**config.mk**
```make
export PLATFORM = sky130hd
export DESIGN_NAME = c7bbiu_arb
export DESIGN_NICKNAME = d
export VERILOG_FILES = /design/src/rtl/c7bbiu_pkg.sv /design/src/rtl/c7bbiu_prio.sv /design/src/rtl/c7bbiu_arb.sv
export SDC_FILE = /design/constraint.sdc
export NUM_CORES = 1
export LEC_CHECK = 0
export CAP_MARGIN = 15
export CORE_AREA = 2 2 190 192
export DETAILED_ROUTE_END_ITERATION = 7
export DIE_AREA = 0 0 192 194
export PLACE_DENSITY = 0.55
export SLEW_MARGIN = 20
export SYNTH_ARGS = -nofsm -noshare
export SYNTH_HDL_FRONTEND = slang
export SYNTH_SLANG_ARGS = --single-unit
```
**constraint.sdc**
```tcl
create_clock -name clk -period 4.4 [get_ports clk]
set_input_delay 0.44 -clock clk [delete_from_list [all_inputs] [get_ports clk]]
set_output_delay 0.44 -clock clk [all_outputs]
set_load 0.05 [all_outputs]
```
**src/rtl/c7bbiu_pkg.sv**
```systemverilog
// Shared types and defaults for the c7b bus interface arbiter.
// Holds the FSM/owner encodings and the helper that turns a one-hot winner into an owner.
package c7bbiu_pkg;

  typedef enum logic [1:0] {
    ST_IDLE = 2'd0,
    ST_REQ  = 2'd1,
    ST_WAIT = 2'd2
  } state_t;

  typedef enum logic [1:0] {
    OWN_NONE   = 2'd0,
    OWN_IFU    = 2'd1,
    OWN_LSU_RD = 2'd2,
    OWN_LSU_WR = 2'd3
  } owner_t;

  localparam logic [7:0] DEF_TIMEOUT    = 8'd255;
  localparam logic [7:0] DEF_STARVE_MAX = 8'd4;

  // Bit positions inside the one-hot winner vector.
  localparam int WIN_IFU    = 0;
  localparam int WIN_LSU_RD = 1;
  localparam int WIN_LSU_WR = 2;

  function automatic owner_t owner_from_winner(input logic [2:0] winner);
    owner_t o;
    case (winner)
      3'b001:  o = OWN_IFU;
      3'b010:  o = OWN_LSU_RD;
      3'b100:  o = OWN_LSU_WR;
      default: o = OWN_NONE;
    endcase
    return o;
  endfunction

endpackage

```
**src/rtl/c7bbiu_prio.sv**
```systemverilog
// Combinational priority select: store > load > IFU, unless IFU has been starved.
module c7bbiu_prio
  import c7bbiu_pkg::*;
(
  input  logic       ifu_req,
  input  logic       lsu_rd_req,
  input  logic       lsu_wr_req,
  input  logic       starved,
  output logic [2:0] winner
);

  // Pick exactly one winner, or none when nobody requests.
  always_comb begin
    winner = 3'b000;
    if (starved && ifu_req) begin
      winner[WIN_IFU] = 1'b1;
    end else if (lsu_wr_req) begin
      winner[WIN_LSU_WR] = 1'b1;
    end else if (lsu_rd_req) begin
      winner[WIN_LSU_RD] = 1'b1;
    end else if (ifu_req) begin
      winner[WIN_IFU] = 1'b1;
    end else begin
      winner = 3'b000;
    end
  end

endmodule

```
**src/rtl/c7bbiu_arb.sv**
```systemverilog
// Bus interface arbiter: one outstanding transaction on the 64-bit SoC bus shared by
// IFU reads, LSU loads and LSU stores, with response routing, bus error and timeout.
module c7bbiu_arb
  import c7bbiu_pkg::*;
#(
  parameter logic [7:0] TIMEOUT    = DEF_TIMEOUT,
  parameter logic [7:0] STARVE_MAX = DEF_STARVE_MAX
) (
  input  logic        clk,
  input  logic        reset,
  input  logic        ifu_biu_rd_req,
  input  logic [31:0] ifu_biu_rd_addr,
  output logic        biu_ifu_rd_ack,
  output logic        biu_ifu_data_valid,
  output logic [63:0] biu_ifu_data,
  output logic        biu_ifu_buserr,
  input  logic        lsu_biu_rd_req_ls2,
  input  logic [31:0] lsu_biu_rd_addr_ls2,
  output logic        biu_lsu_rd_ack_ls2,
  output logic        biu_lsu_data_valid_ls3,
  output logic [63:0] biu_lsu_data_ls3,
  input  logic        lsu_biu_wr_req_ls2,
  input  logic [31:0] lsu_biu_wr_addr_ls2,
  input  logic [63:0] lsu_biu_wr_data_ls2,
  input  logic [7:0]  lsu_biu_wr_strb_ls2,
  output logic        biu_lsu_wr_ack_ls2,
  output logic        biu_lsu_wr_done_ls3,
  output logic        biu_lsu_buserr_ls3,
  output logic        biu_bus_req,
  output logic        biu_bus_we,
  output logic [31:0] biu_bus_addr,
  output logic [63:0] biu_bus_wdata,
  output logic [7:0]  biu_bus_strb,
  input  logic        bus_biu_gnt,
  input  logic        bus_biu_rvalid,
  input  logic [63:0] bus_biu_rdata,
  input  logic        bus_biu_wdone,
  input  logic        bus_biu_err
);

  state_t     state;
  state_t     next_state;
  owner_t     owner;
  logic [7:0] tcnt;
  logic [7:0] starve_cnt;
  logic [2:0] winner;
  logic       any_req;
  logic       start;
  logic       in_flight;
  logic       is_read;
  logic       is_write;
  logic       resp_done;
  logic       tmo_fire;
  logic       gnt_ok;
  logic       rd_ok;
  logic       wr_ok;
  logic       err_out;

  c7bbiu_prio u_prio (
    .ifu_req    (ifu_biu_rd_req),
    .lsu_rd_req (lsu_biu_rd_req_ls2),
    .lsu_wr_req (lsu_biu_wr_req_ls2),
    .starved    (starve_cnt == STARVE_MAX),
    .winner     (winner)
  );

  assign any_req   = ifu_biu_rd_req | lsu_biu_rd_req_ls2 | lsu_biu_wr_req_ls2;
  assign start     = (state == ST_IDLE) & any_req;
  assign in_flight = (state == ST_REQ) | (state == ST_WAIT);
  assign is_read   = (owner == OWN_IFU) | (owner == OWN_LSU_RD);
  assign is_write  = (owner == OWN_LSU_WR);

  // A completing response beats a coinciding timeout; mismatched strobes never complete.
  assign resp_done = (state == ST_WAIT) &
                     (bus_biu_err | (bus_biu_rvalid & is_read) | (bus_biu_wdone & is_write));
  assign tmo_fire  = in_flight & (tcnt == TIMEOUT) & ~resp_done;

  assign gnt_ok  = (state == ST_REQ) & bus_biu_gnt & ~tmo_fire;
  assign rd_ok   = (state == ST_WAIT) & bus_biu_rvalid & ~bus_biu_err;
  assign wr_ok   = (state == ST_WAIT) & bus_biu_wdone & ~bus_biu_err;
  assign err_out = ((state == ST_WAIT) & bus_biu_err) | tmo_fire;

  assign biu_ifu_data     = bus_biu_rdata;
  assign biu_lsu_data_ls3 = bus_biu_rdata;

  // State register.
  always_ff @(posedge clk or posedge reset) begin
    if (reset) begin
      state <= ST_IDLE;
    end else begin
      state <= next_state;
    end
  end

  // Next-state logic.
  always_comb begin
    next_state = state;
    case (state)
      ST_IDLE: begin
        if (any_req) next_state = ST_REQ;
        else         next_state = ST_IDLE;
      end
      ST_REQ: begin
        if (tmo_fire)         next_state = ST_IDLE;
        else if (bus_biu_gnt) next_state = ST_WAIT;
        else                  next_state = ST_REQ;
      end
      ST_WAIT: begin
        if (resp_done || tmo_fire) next_state = ST_IDLE;
        else                       next_state = ST_WAIT;
      end
      default: next_state = ST_IDLE;
    endcase
  end

  // Route accept and response pulses to the current owner only.
  always_comb begin
    biu_ifu_rd_ack         = 1'b0;
    biu_ifu_data_valid     = 1'b0;
    biu_ifu_buserr         = 1'b0;
    biu_lsu_rd_ack_ls2     = 1'b0;
    biu_lsu_data_valid_ls3 = 1'b0;
    biu_lsu_wr_ack_ls2     = 1'b0;
    biu_lsu_wr_done_ls3    = 1'b0;
    biu_lsu_buserr_ls3     = 1'b0;
    case (owner)
      OWN_IFU: begin
        biu_ifu_rd_ack     = gnt_ok;
        biu_ifu_data_valid = rd_ok;
        biu_ifu_buserr     = err_out;
      end
      OWN_LSU_RD: begin
        biu_lsu_rd_ack_ls2     = gnt_ok;
        biu_lsu_data_valid_ls3 = rd_ok;
        biu_lsu_buserr_ls3     = err_out;
      end
      OWN_LSU_WR: begin
        biu_lsu_wr_ack_ls2  = gnt_ok;
        biu_lsu_wr_done_ls3 = wr_ok;
        biu_lsu_buserr_ls3  = err_out;
      end
      default: begin
        biu_ifu_rd_ack = 1'b0;
      end
    endcase
  end

  // Transaction latches, bus request and timeout counter.
  always_ff @(posedge clk or posedge reset) begin
    if (reset) begin
      owner         <= OWN_NONE;
      tcnt          <= 8'd0;
      biu_bus_req   <= 1'b0;
      biu_bus_we    <= 1'b0;
      biu_bus_addr  <= 32'd0;
      biu_bus_wdata <= 64'd0;
      biu_bus_strb  <= 8'd0;
    end else begin
      biu_bus_req <= (next_state == ST_REQ);
      if (start) begin
        owner <= owner_from_winner(winner);
        if (winner[WIN_LSU_WR]) begin
          biu_bus_we    <= 1'b1;
          biu_bus_addr  <= lsu_biu_wr_addr_ls2;
          biu_bus_wdata <= lsu_biu_wr_data_ls2;
          biu_bus_strb  <= lsu_biu_wr_strb_ls2;
        end else if (winner[WIN_LSU_RD]) begin
          biu_bus_we    <= 1'b0;
          biu_bus_addr  <= lsu_biu_rd_addr_ls2;
          biu_bus_wdata <= 64'd0;
          biu_bus_strb  <= 8'hFF;
        end else begin
          biu_bus_we    <= 1'b0;
          biu_bus_addr  <= ifu_biu_rd_addr;
          biu_bus_wdata <= 64'd0;
          biu_bus_strb  <= 8'hFF;
        end
      end else if (next_state == ST_IDLE) begin
        owner <= OWN_NONE;
      end
      if (start)          tcnt <= 8'd0;
      else if (in_flight) tcnt <= tcnt + 8'd1;
      else                tcnt <= 8'd0;
    end
  end

  // IFU starvation counter: counts LSU wins while IFU waits, saturating at STARVE_MAX.
  always_ff @(posedge clk or posedge reset) begin
    if (reset) begin
      starve_cnt <= 8'd0;
    end else if (start && winner[WIN_IFU]) begin
      starve_cnt <= 8'd0;
    end else if (!ifu_biu_rd_req) begin
      starve_cnt <= 8'd0;
    end else if (start && (starve_cnt < STARVE_MAX)) begin
      starve_cnt <= starve_cnt + 8'd1;
    end
  end

endmodule

```
==> results.md, run 1 <==
- Outcome: finished, final reports clean
- Simple-gate share of the synthesized area: 11.93%
- Share of cells above drive strength 1: 6.416%
- Flops & latches, synth: approximately 130
- Register area: about 3200 sq um
- Reg2Reg Launch Point: starve_cnt[0]
- Largest family of logic cells by synthesized area: compound AO/OA/AOI/OAI gates
- Adder-cell area share of the yosys netlist: approximately 1.8%
- Clock-pin slew on the worst setup and hold paths: roughly 0.06 ns
- I/O pin count: between 400 and 500
- GP Congestion: approximately 0.76
- Die Span Y: about 190 um
- CTS Sinks: 126
- Final nets: around 1.1k
- Most frequent cells in the layout: 288 x clkdlybuf4s50_1, 126 x dfrtp_1, 64 x a22o_1
- Cell variety after synth: between 40 and 50
- First-pass GRT wire length: about 34 mm
- Number of global-route vias before repair: about 6k
- Final min period: roughly 3.1 ns
- Post-Synthesis Cells: roughly 670
- Required time of the critical path: between 3 and 4 ns
- H-Tree Level Count: 4
- Crit Path Max Fanout: 6
- CTS tree: done
- Avg Inst Size Synth: between 10 and 15 sq um
- Drt pass-1 iters: 4
- Setup TNS Final: 0 ns
- Worst-Margin Slew: between 0.8 and 0.9 ns
- TritonCTS Buffers: 17
- Design Power: about 8 mW
- R2R Setup Slk: 1.98 ns
- Crit path launch type: register
- Final-report setup violation count: 0
- HP Class: input pin to asynchronous set/reset pin
- Max VDD drop: around 470 uV
- Mapped Area: about 6900 sq um
- Synth warn: 0
- Lkg Pwr: between 3 and 4 nW
- WL final: ~22 mm
- Worst R2R End: starve_cnt[3]
- Die X: about 190 um
- Core footprint: roughly 35,000 sq um
- Area share of xor/xnor cells in the synthesized design: less than 1%
- # rows: 69
- Post-route ant nets: 0
- Via count: around 5.5k
- Area growth, synth to finish: 42.48%
- Clock latency on the worst-skew pair: roughly 0.44 ns
- Initial antenna violation count: 5
- Slew Viols, Final: 0
- R2R depth: 6
- Final Hold Viols: 0
- CP arrival: around 2.7 ns
- PD cells: 796.7 nW/um^2
- Post-cts sizing count: 0
- Number of fill cells in the layout: about 3.7k
- Cell Chain, Critical Path: inv_1 -> ha_1 -> nand4_1 -> a211o_1 -> nand2_1 -> and2_1 -> clkdlybuf4s50_1
- RSZ-0062 raised after global routing: false
- Slowest-stage cell, CP: clkdlybuf4s50_1
- Multi-input logic area: ~2500 sq um
- Port bufs: 290
- Drt drc: 0
- WL per Instance: 17.27 um
- CP Class: register to output port
- First DRT Iteration DRCs: ~170
- Congestion Overflow GR: 0
- Slew headroom: 42.27%
- Starting density of the core: around a fifth
- Vias per inst: between 4 and 5
- Crit. End Element: output port
- Complex-gate fraction of the synthesized area: 21.31%
- # hold bufs at CTS: 0
- Clk_skew: between 0.007 and 0.008 ns
- Clock buffer depth: 2
- N_diodes: 0
- Gr usage total: between 10% and 20%
- Mux contribution to synthesized area: less than 1%
- Die area: between 30,000 and 40,000 sq um
- Worst path max stage delay: approximately 0.79 ns
- Largest net degree at the start of global routing: between 70 and 80
- Clk root buf: clkbuf_16
- Max Cap Viol: 0
- Final Cycle Share: slightly above 70%
- DP HPWL: between 15 and 20 mm
- Most common cell after layout, fill and taps aside: clkdlybuf4s50_1
- Sequential cell area fraction in the yosys report: 45.47%
- Syn_nets: just over 900
- Post-CTS Setup Inserts: 0
- Max Clk Rate: 0.3185 GHz
[state kept, by name (all words and copies together) (netlist names)]
name           cells
biu_bus_addr      32
biu_bus_req        1
biu_bus_strb       8
biu_bus_wdata     64
biu_bus_we         1
owner              2
starve_cnt         8
state              2
tcnt               8
[power breakdown]
| group | leakage [nW] | internal (mW) | switching (mW) |
|---|---|---|---|
| clock | 0.302 | 0.962 | 0.572 |
| sequential | 1.57 | 1.69 | 0.321 |
| combinational | 2.06 | 1.56 | 2.76 |
[stage by stage]
step	std cells	area [sq um]	worst slack (ns)	utilization, %	hold slack, ns
5_1_grt	1287	9879	1.099	28.05	0.4940
2_1_floorplan	674	6934	0.6041	-	0.4758
6_report	1287	9879	1.260	28.05	0.4588
3_5_place_dp	1255	9251	1.515	26.26	0.4756
3_3_place_gp	1255	9251	1.535	26.26	0.4716
4_1_cts	1287	9879	1.230	28.05	0.4597
[worst max path at each step]
stage / startpoint / to / cells past startpoint
finish: state[0] / biu_ifu_buserr / 7
global route: state[0] / biu_lsu_buserr_ls3 / 7
CTS: state[0] / biu_ifu_buserr / 7
detailed placement: ifu_biu_rd_req / starve_cnt[7] / 4
global placement: bus_biu_err / biu_ifu_buserr / 7
floorplan: reset / biu_bus_addr[0] / 1
[synth_stat cells (all sizes together)]
cell | n | area share, %
a211o | 1 | 0.13
a21oi | 3 | 0.22
a22o | 64 | 8.1
a31o | 2 | 0.25
a31oi | 32 | 2.9
and2 | 2 | 0.18
and3 | 10 | 0.90
and4 | 3 | 0.38
buf | 154 | 17
clkbuf | 24 | 1.3
dfrtp | 126 | 45
ha | 10 | 1.8
inv | 10 | 0.54
mux2i | 1 | 0.14
nand2 | 44 | 2.4
nand3 | 36 | 2.7
nand4 | 4 | 0.45
nor2 | 19 | 1.0
nor2b | 33 | 3.0
nor3 | 3 | 0.29
nor4b | 1 | 0.34
o2111ai | 32 | 4.0
o211ai | 1 | 0.11
o21a | 35 | 3.8
o21ai | 2 | 0.14
o22a | 8 | 1.0
o22ai | 1 | 0.090
o31a | 1 | 0.13
o31ai | 1 | 0.31
o32ai | 1 | 0.13
or2 | 2 | 0.18
or4b | 1 | 0.14
xnor2 | 2 | 0.25
xor2 | 5 | 0.63
[layout make-up]
type                       instances  share of cell area (%)
tap                              461                   5.838
sequential                       126                   31.91
inverter                          10                  0.4306
clock inverter                    14                   1.912
timing repair buffer             298                   30.02
clock buffer                      18                   4.445
multi-input combinational        360                   25.44
[layer usage]
metal / GRT usage (%) / wire [um] / vias to the layer above
met4: 6.079 / 719 / 10
met5: 0 / 60 / -
met2: 19.28 / 10320 / 275
met1: 13.14 / 8773 / 2613
li1: - / - / 2579
met3: 5.828 / 2346 / 61
[logic make-up (layout without fill, tap and decap cells)]
family | after synthesis | in the layout
DFF | 126 | 126
buffers and inverters | 188 | 340
muxes | 1 | 1
AOI/OAI and AO/OA | 184 | 184
xor gates and xnor gates | 7 | 7
adders and majority gates | 10 | 10
and+or+nand+nor | 158 | 158
[critical path, delay by kind of cell, from the launching register on]
family | cells | cell delay, ns
flops | 1 | 0.37
buf+inv | 2 | 0.86
simple gates | 3 | 0.35
compound gates | 1 | 0.37
fa+ha+maj | 1 | 0.31
No activity file was read; power rests on OpenSTA's default activity.
==> run 2, diff against run 1 <==
==> constraint.sdc (replaced) <==
create_clock -name clk -period 2.97 [get_ports clk]
set_input_delay 0.297 -clock clk [delete_from_list [all_inputs] [get_ports clk]]
set_output_delay 0.297 -clock clk [all_outputs]
set_load 0.05 [all_outputs]
==> run 2 against run 1 <==
  * Utilization grew 0.16 points
  * Total power grew 47%
  * Clock power grew 37%
==> results.md, run 2 (synthesized netlist as in run 1, its figures left out) <==
- Worst path max stage delay: 0.52 ns (-0.27 ns)
- Gr usage total: 11.99% (-0.028 points)
- CTS Sinks: 126 (unchanged)
- Die area: 37,250 sq um (unchanged)
- CP bufs+invs: 1 (-1)
- CP arrival: 2.42 ns (-0.28 ns)
- Slew Viols, Final: 0 (unchanged)
- Port bufs: 290 (unchanged)
- Met1 WL: 9.132 mm (+4.1%)
- # rows: 69 (unchanged)
- Lkg Pwr: 4.007 nW (+2.1%)
- RSZ-0062 raised after global routing: false
- Slew headroom: 52.24% (+10 points)
- Via count: 5,571 (+0.60%)
- Most common cell after layout, fill and taps aside: clkdlybuf4s50_1
- Place WS: 0.3544 ns (-1.161 ns)
- DR top layer: met5
- Congestion Overflow GR: 0 (unchanged)
- Largest net degree at the start of global routing: 68 (-6.8%)
- CP top delay family: compound AO/OA/AOI/OAI gates
- Crit Path Max Fanout: 6 (unchanged)
- First DRT Iteration DRCs: 183 (+6.4%)
- Clock buffer depth: 2 (unchanged)
- Required time of the critical path: 2.67 ns (-1.29 ns)
- Final Cycle Share: between 90% and 100%
- Min setup slack post-route: 0.2483 ns (-1.012 ns)
- Slowest-stage cell, CP: dlygate4sd2_1
- WL final: 22.64 mm (+1.9%)
- Outcome: finished, final reports clean
- Crit. End Element: output port
- Design Power: 11.59 mW (+47%)
- Clk_skew: 0.006745 ns (-0.0008273 ns)
- Max VDD drop: 698.9 uV (+49%)
- Core footprint: 35,220 sq um (unchanged)
- Share of cells above drive strength 1: 6.498% (+0.082 points)
- Starting density of the core: 19.69% (unchanged)
- TritonCTS Buffers: 17 (unchanged)
- H-Tree Level Count: 4 (unchanged)
- Die X: 192 um (unchanged)
- Most flop-heavy register: biu_bus_wdata
- Die Span Y: 194 um (unchanged)
- Worst-Margin Slew: 0.7164 ns (-0.1496 ns)
- Most common cell on crit path: nand2_1
- PD cells: 1167 nW/um^2 (+46%)
- Vias per inst: 4.312 (+0.21%)
- Number of fill cells in the layout: 3,685 (-1.1%)
- Crit path launch type: register
- Number of global-route vias before repair: 5,821 (-2.4%)
- WL per Instance: 17.52 um (+1.5%)
- Setup TNS Final: 0 ns (unchanged)
- Max Cap Viol: 0 (unchanged)
- Area growth, synth to finish: 43.31%
- Reg2Reg Launch Point: starve_cnt[0]
- Final min period: 2.722 ns
- Drt pass-1 iters: 4 (unchanged)
- Clock latency on the worst-skew pair: 0.43 ns (about the same)
- DP HPWL: 16.40 mm (+4.2%)
- Final nets: 1,070 (+0.56%)
- Max Clk Rate: approximately 0.37 GHz
- N_diodes: 0 (unchanged)
- Drt drc: 0 (unchanged)
- Met2 WL: 10.40 mm (+0.77%)
- Final Hold Viols: 0 (unchanged)
- First-pass GRT wire length: 33.93 mm (+0.76%)
- Hold Slack: 0.3259 ns (-0.1329 ns)
- CTS tree: done
- Final-report setup violation count: 0 (unchanged)
- HP Class: input pin to asynchronous set/reset pin
- # hold bufs at CTS: 0 (unchanged)
- CP Class: register to output port
- Post-CTS Setup Inserts: 0 (unchanged)
- Initial antenna violation count: 4 (-1)
- Most frequent cells in the layout: 283 x clkdlybuf4s50_1, 126 x dfrtp_1, 64 x a22o_1
- GP Congestion: 0.7532 (-1.3%)
- I/O pin count: 483 (unchanged)
- Crit. Startpoint: owner[0]
- Largest register FFs: 64 (unchanged)
- Cell Chain, Critical Path: ha_1 -> nand2_1 -> o211ai_1 -> a211o_1 -> nand2_1 -> o21a_1 -> dlygate4sd2_1
- Clock-pin slew on the worst setup and hold paths: 0.05 ns (about the same)
- Clk root buf: clkbuf_16
- WL met3: 2.333 mm (-0.55%)
- Post-route ant nets: 0 (unchanged)
- Top Registers: biu_bus_wdata x64, biu_bus_addr x32
[run 2: repair_timing]
| item | in CTS | in global routing |
|---|---|---|
| cloned | 0 | 0 |
| endpoints found under the setup margin | 3 | 2 |
| resized for setup | 3 | 2 |
[run 2: metrics by stage]
| step | area [sq um] | std cells | utilization (%) |
|---|---|---|---|
| final | 9937 | 1292 | 28.21 |
| after global routing | 9937 | 1292 | 28.21 |
| after CTS | 9932 | 1292 | 28.20 |
| after detailed placement | 9358 | 1261 | 26.57 |
| after global placement | 9358 | 1261 | 26.57 |
| after floorplan | 6938 | 674 | - |
[run 2: power by group]
group          switching [mW]  internal, mW
Sequential              0.484          2.51
Combinational            4.12          2.37
Clock                   0.785          1.32
Total                    5.39          6.20
[run 2: path summary, 6_finish.rpt]
kind | depth (start not counted) | slack, ns | end
max in group asynchronous | 3 | 1.94 | biu_bus_addr[5]
worst min-delay path | 2 | 0.33 | biu_bus_wdata[6]
worst max register to register | 8 | 0.81 | biu_bus_addr[13]
worst max-delay path | 7 | 0.25 | biu_lsu_buserr_ls3
min in group clk | 3 | 0.35 | biu_bus_we
worst min register to register | 1 | 0.49 | biu_bus_addr[15]
[run 2: cell type report]
| class | count | area (sq um) | area share (%) |
|---|---|---|---|
| inverter | 10 | 41.29 | 0.4155 |
| timing repair buffer | 304 | 3074 | 30.94 |
| sequential | 126 | 3153 | 31.73 |
| clock buffer | 25 | 495.5 | 4.986 |
| clock inverter | 6 | 82.58 | 0.8310 |
| multi-input combinational | 360 | 2514 | 25.30 |
| tap | 461 | 576.8 | 5.805 |
[run 2: layer usage]
layer | vias up | GRT usage [%]
li1 | 2586 | -
met1 | 2646 | 13.67
met2 | 254 | 19.08
met3 | 79 | 5.520
met4 | 6 | 5.428
met5 | - | 0
==> run 3, diff against run 2 <==
--- a/config.mk
+++ b/config.mk
@@ -5,10 +5,10 @@
 export SDC_FILE = /design/constraint.sdc
 export NUM_CORES = 1
 export LEC_CHECK = 0
-export CAP_MARGIN = 15
 export CORE_AREA = 2 2 190 192
 export DETAILED_ROUTE_END_ITERATION = 7
 export DIE_AREA = 0 0 192 194
+export GPL_TIMING_DRIVEN = 0
 export PLACE_DENSITY = 0.55
 export SLEW_MARGIN = 20
 export SYNTH_ARGS = -nofsm -noshare
==> run 3 against run 2 <==
  * Flip-flop and latch count unchanged
  * Final cell count is 23% higher
  * Sequential power barely moved
  * Via count increased by 20%
  * Non-clock buffer count rose by 295
==> results.md, run 3 (synthesized netlist as in run 1, its figures left out) <==
- Reg2Reg Launch Point: state[1]
- Clk root buf: clkbuf_16
- DP Cell Count: 1,556 (+23%)
- Setup TNS Final: 0 ns (unchanged)
- Starting density of the core: 19.69% (unchanged)
- Die Span Y: 194 um (unchanged)
- Number of global-route vias before repair: 7,254 (+25%)
- Clock latency on the worst-skew pair: 0.42 ns (about the same)
- H-Tree Level Count: 4 (unchanged)
- Lkg Pwr: 5.229 nW (+30%)
- First DRT Iteration DRCs: 191 (+4.4%)
- Final Cycle Share: 92.01% (+0.37 points)
- Most flop-heavy register: biu_bus_wdata
- Most frequent cells in the layout: 412 x clkdlybuf4s50_1, 132 x buf_4, 126 x dfrtp_1
- CTS tree: done
- N_diodes: 0 (unchanged)
- Clk_skew: 0.02097 ns (+0.01422 ns)
- First-pass GRT wire length: 42.06 mm (+24%)
- Final Hold Viols: 0 (unchanged)
- Global Route met1 Usage: 17.00% (+3.3 points)
- Slew headroom: 54.92% (+2.7 points)
- Max Cap Viol: 0 (unchanged)
- Clock-pin slew on the worst setup and hold paths: 0.08 ns (+0.03 ns)
- PD cells: 1017 nW/um^2 (-13%)
- Largest register FFs: 64 (unchanged)
- CP arrival: 2.44 ns (+0.02 ns)
- Max VDD drop: 612.6 uV (-12%)
- Final nets: 1,365 (+28%)
- CP endpoint: biu_ifu_buserr
- Slew Viols, Final: 0 (unchanged)
- HP Class: input pin to asynchronous set/reset pin
- # rows: 69 (unchanged)
- Register area: 3153 sq um (unchanged)
- Multi-input logic area: 2501 sq um (-0.50%)
- Post-route ant nets: 0 (unchanged)
- GRT busiest layer: met2
- I/O pin count: 483 (unchanged)
- Gr usage total: 14.71% (+2.7 points)
- Crit Path Max Fanout: 6 (unchanged)
- Max Clk Rate: 0.3659 GHz (-0.40%)
- CTS Sinks: 126 (unchanged)
- Largest net degree at the start of global routing: 33 (-51%)
- TritonCTS Buffers: 17 (unchanged)
- Die area: 37,250 sq um (unchanged)
- Worst-Margin Slew: 0.6762 ns (-0.04019 ns)
- Drt drc: 0 (unchanged)
- Via count: 6,693 (+20%)
- # hold bufs at CTS: 0 (unchanged)
- WL per Instance: 17.72 um (+1.1%)
- DP HPWL: 22.19 mm (+35%)
- RSZ-0062 raised after global routing: false
- Initial antenna violation count: 0 (-4)
- GR Layer Usage met3: 4.977% (-0.54 points)
- Area growth, synth to finish: 78.94%
- Final-report setup violation count: 0 (unchanged)
- Non-Filler Instances: 1,588 (+23%)
- R2R Setup Slk: 0.56 ns (-0.25 ns)
- Vias per inst: 4.215 (-2.3%)
- WL final: 28.14 mm (+24%)
- Number of fill cells in the layout: 3,606 (-2.1%)
- Worst R2R End: biu_bus_addr[13]
- Core footprint: 35,220 sq um (unchanged)
- Final min period: 2.733 ns (+0.01096 ns)
- Port bufs: 417 (+44%)
- Die X: 192 um (unchanged)
- Congestion Overflow GR: 0 (unchanged)
- Met2 usage: 26.29% (+7.2 points)
- Crit. End Element: output port
- Crit path launch type: register
- Crit. Startpoint: state[1]
- Clock buffer depth: 2 (unchanged)
- Most common cell after layout, fill and taps aside: clkdlybuf4s50_1
- Min setup slack post-route: 0.2374 ns (-0.01097 ns)
- Share of cells above drive strength 1: 17.21% (+11 points)
- GP Congestion: 0.7406 (-1.7%)
- CP Class: register to output port
- Place WS: 0.1097 ns (-0.2446 ns)
- Required time of the critical path: 2.67 ns (about the same)
- R2R depth: 8 (unchanged)
- Top Registers: biu_bus_wdata x64, biu_bus_addr x32
- Outcome: finished, final reports clean
- Drt pass-1 iters: 4 (unchanged)
==> run 3: changes by cell type in the layout (fill, tap and decap cells not counted), sizes merged <==
cell and change:
clkinvlp +1, buf +142, clkinv -2, inv +8, clkbuf +17, clkdlybuf4s50 +129, bufinv +1
==> run 3: how the worst min path moves through the flow <==
stage	from	to	slack [ns]	depth (start not counted)
after floorplan	lsu_biu_wr_strb_ls2[0]	biu_bus_strb[0]	0.42	1
after global placement	biu_bus_we	biu_bus_we	0.46	2
after detailed placement	biu_bus_we	biu_bus_we	0.47	2
after CTS	reset	biu_bus_wdata[4]	0.26	2
after global routing	reset	biu_bus_wdata[4]	0.29	2
final	reset	biu_bus_wdata[4]	0.26	2
==> run 3: layout make-up <==
class | instances | area share (%)
Clock buffer | 18 | 3.539
Sequential cell | 126 | 25.41
Clock inverter | 14 | 1.543
Timing Repair Buffer | 421 | 34.36
Inverter | 10 | 0.3328
Multi-Input combinational cell | 360 | 20.16
Buffer | 178 | 10.01
Tap cell | 461 | 4.649
==> run 3: power by group <==
| part | switching, mW | internal, mW | leakage (nW) |
|---|---|---|---|
| Clock | 0.955 | 1.38 | 0.304 |
| Combinational | 4.64 | 2.65 | 3.36 |
| Sequential | 0.491 | 2.51 | 1.57 |
==> run 3: layer usage <==
| layer | part of all wire [%] | up-vias |
|---|---|---|
| met2 | 50 | 303 |
| li1 | - | 3177 |
| met1 | 40 | 3199 |
| met4 | 0.82 | 0 |
| met5 | 0 | - |
| met3 | 9.2 | 14 |
==> run 3: critical path: stages (launching register included) <==
cell,delay (ns)
dfrtp_1,0.38
inv_1,0.07
ha_1,0.33
nand4_1,0.12
a211o_1,0.37
nand2_1,0.11
and2_1,0.11
dlygate4sd2_1,0.53
==> run 3: what timing repair did <==
action | CTS | global route
setup buffers | 0 | 0
gates resized for setup | 3 | 2
hold endpoints to repair | 0 | 0
setup endpoints to repair | 3 | 2
==> run 3: per-stage QoR <==
step	hold slack [ns]	utilization [%]	cell area, sq um	total power [mW]
floorplan	0.4230	-	6938	7.693
global placement	0.4615	33.18	11690	10.34
detailed placement	0.4654	33.43	11780	10.38
CTS	0.2598	35.21	12400	12.82
global route	0.2898	35.23	12410	13.28
finish	0.2571	35.23	12410	12.62
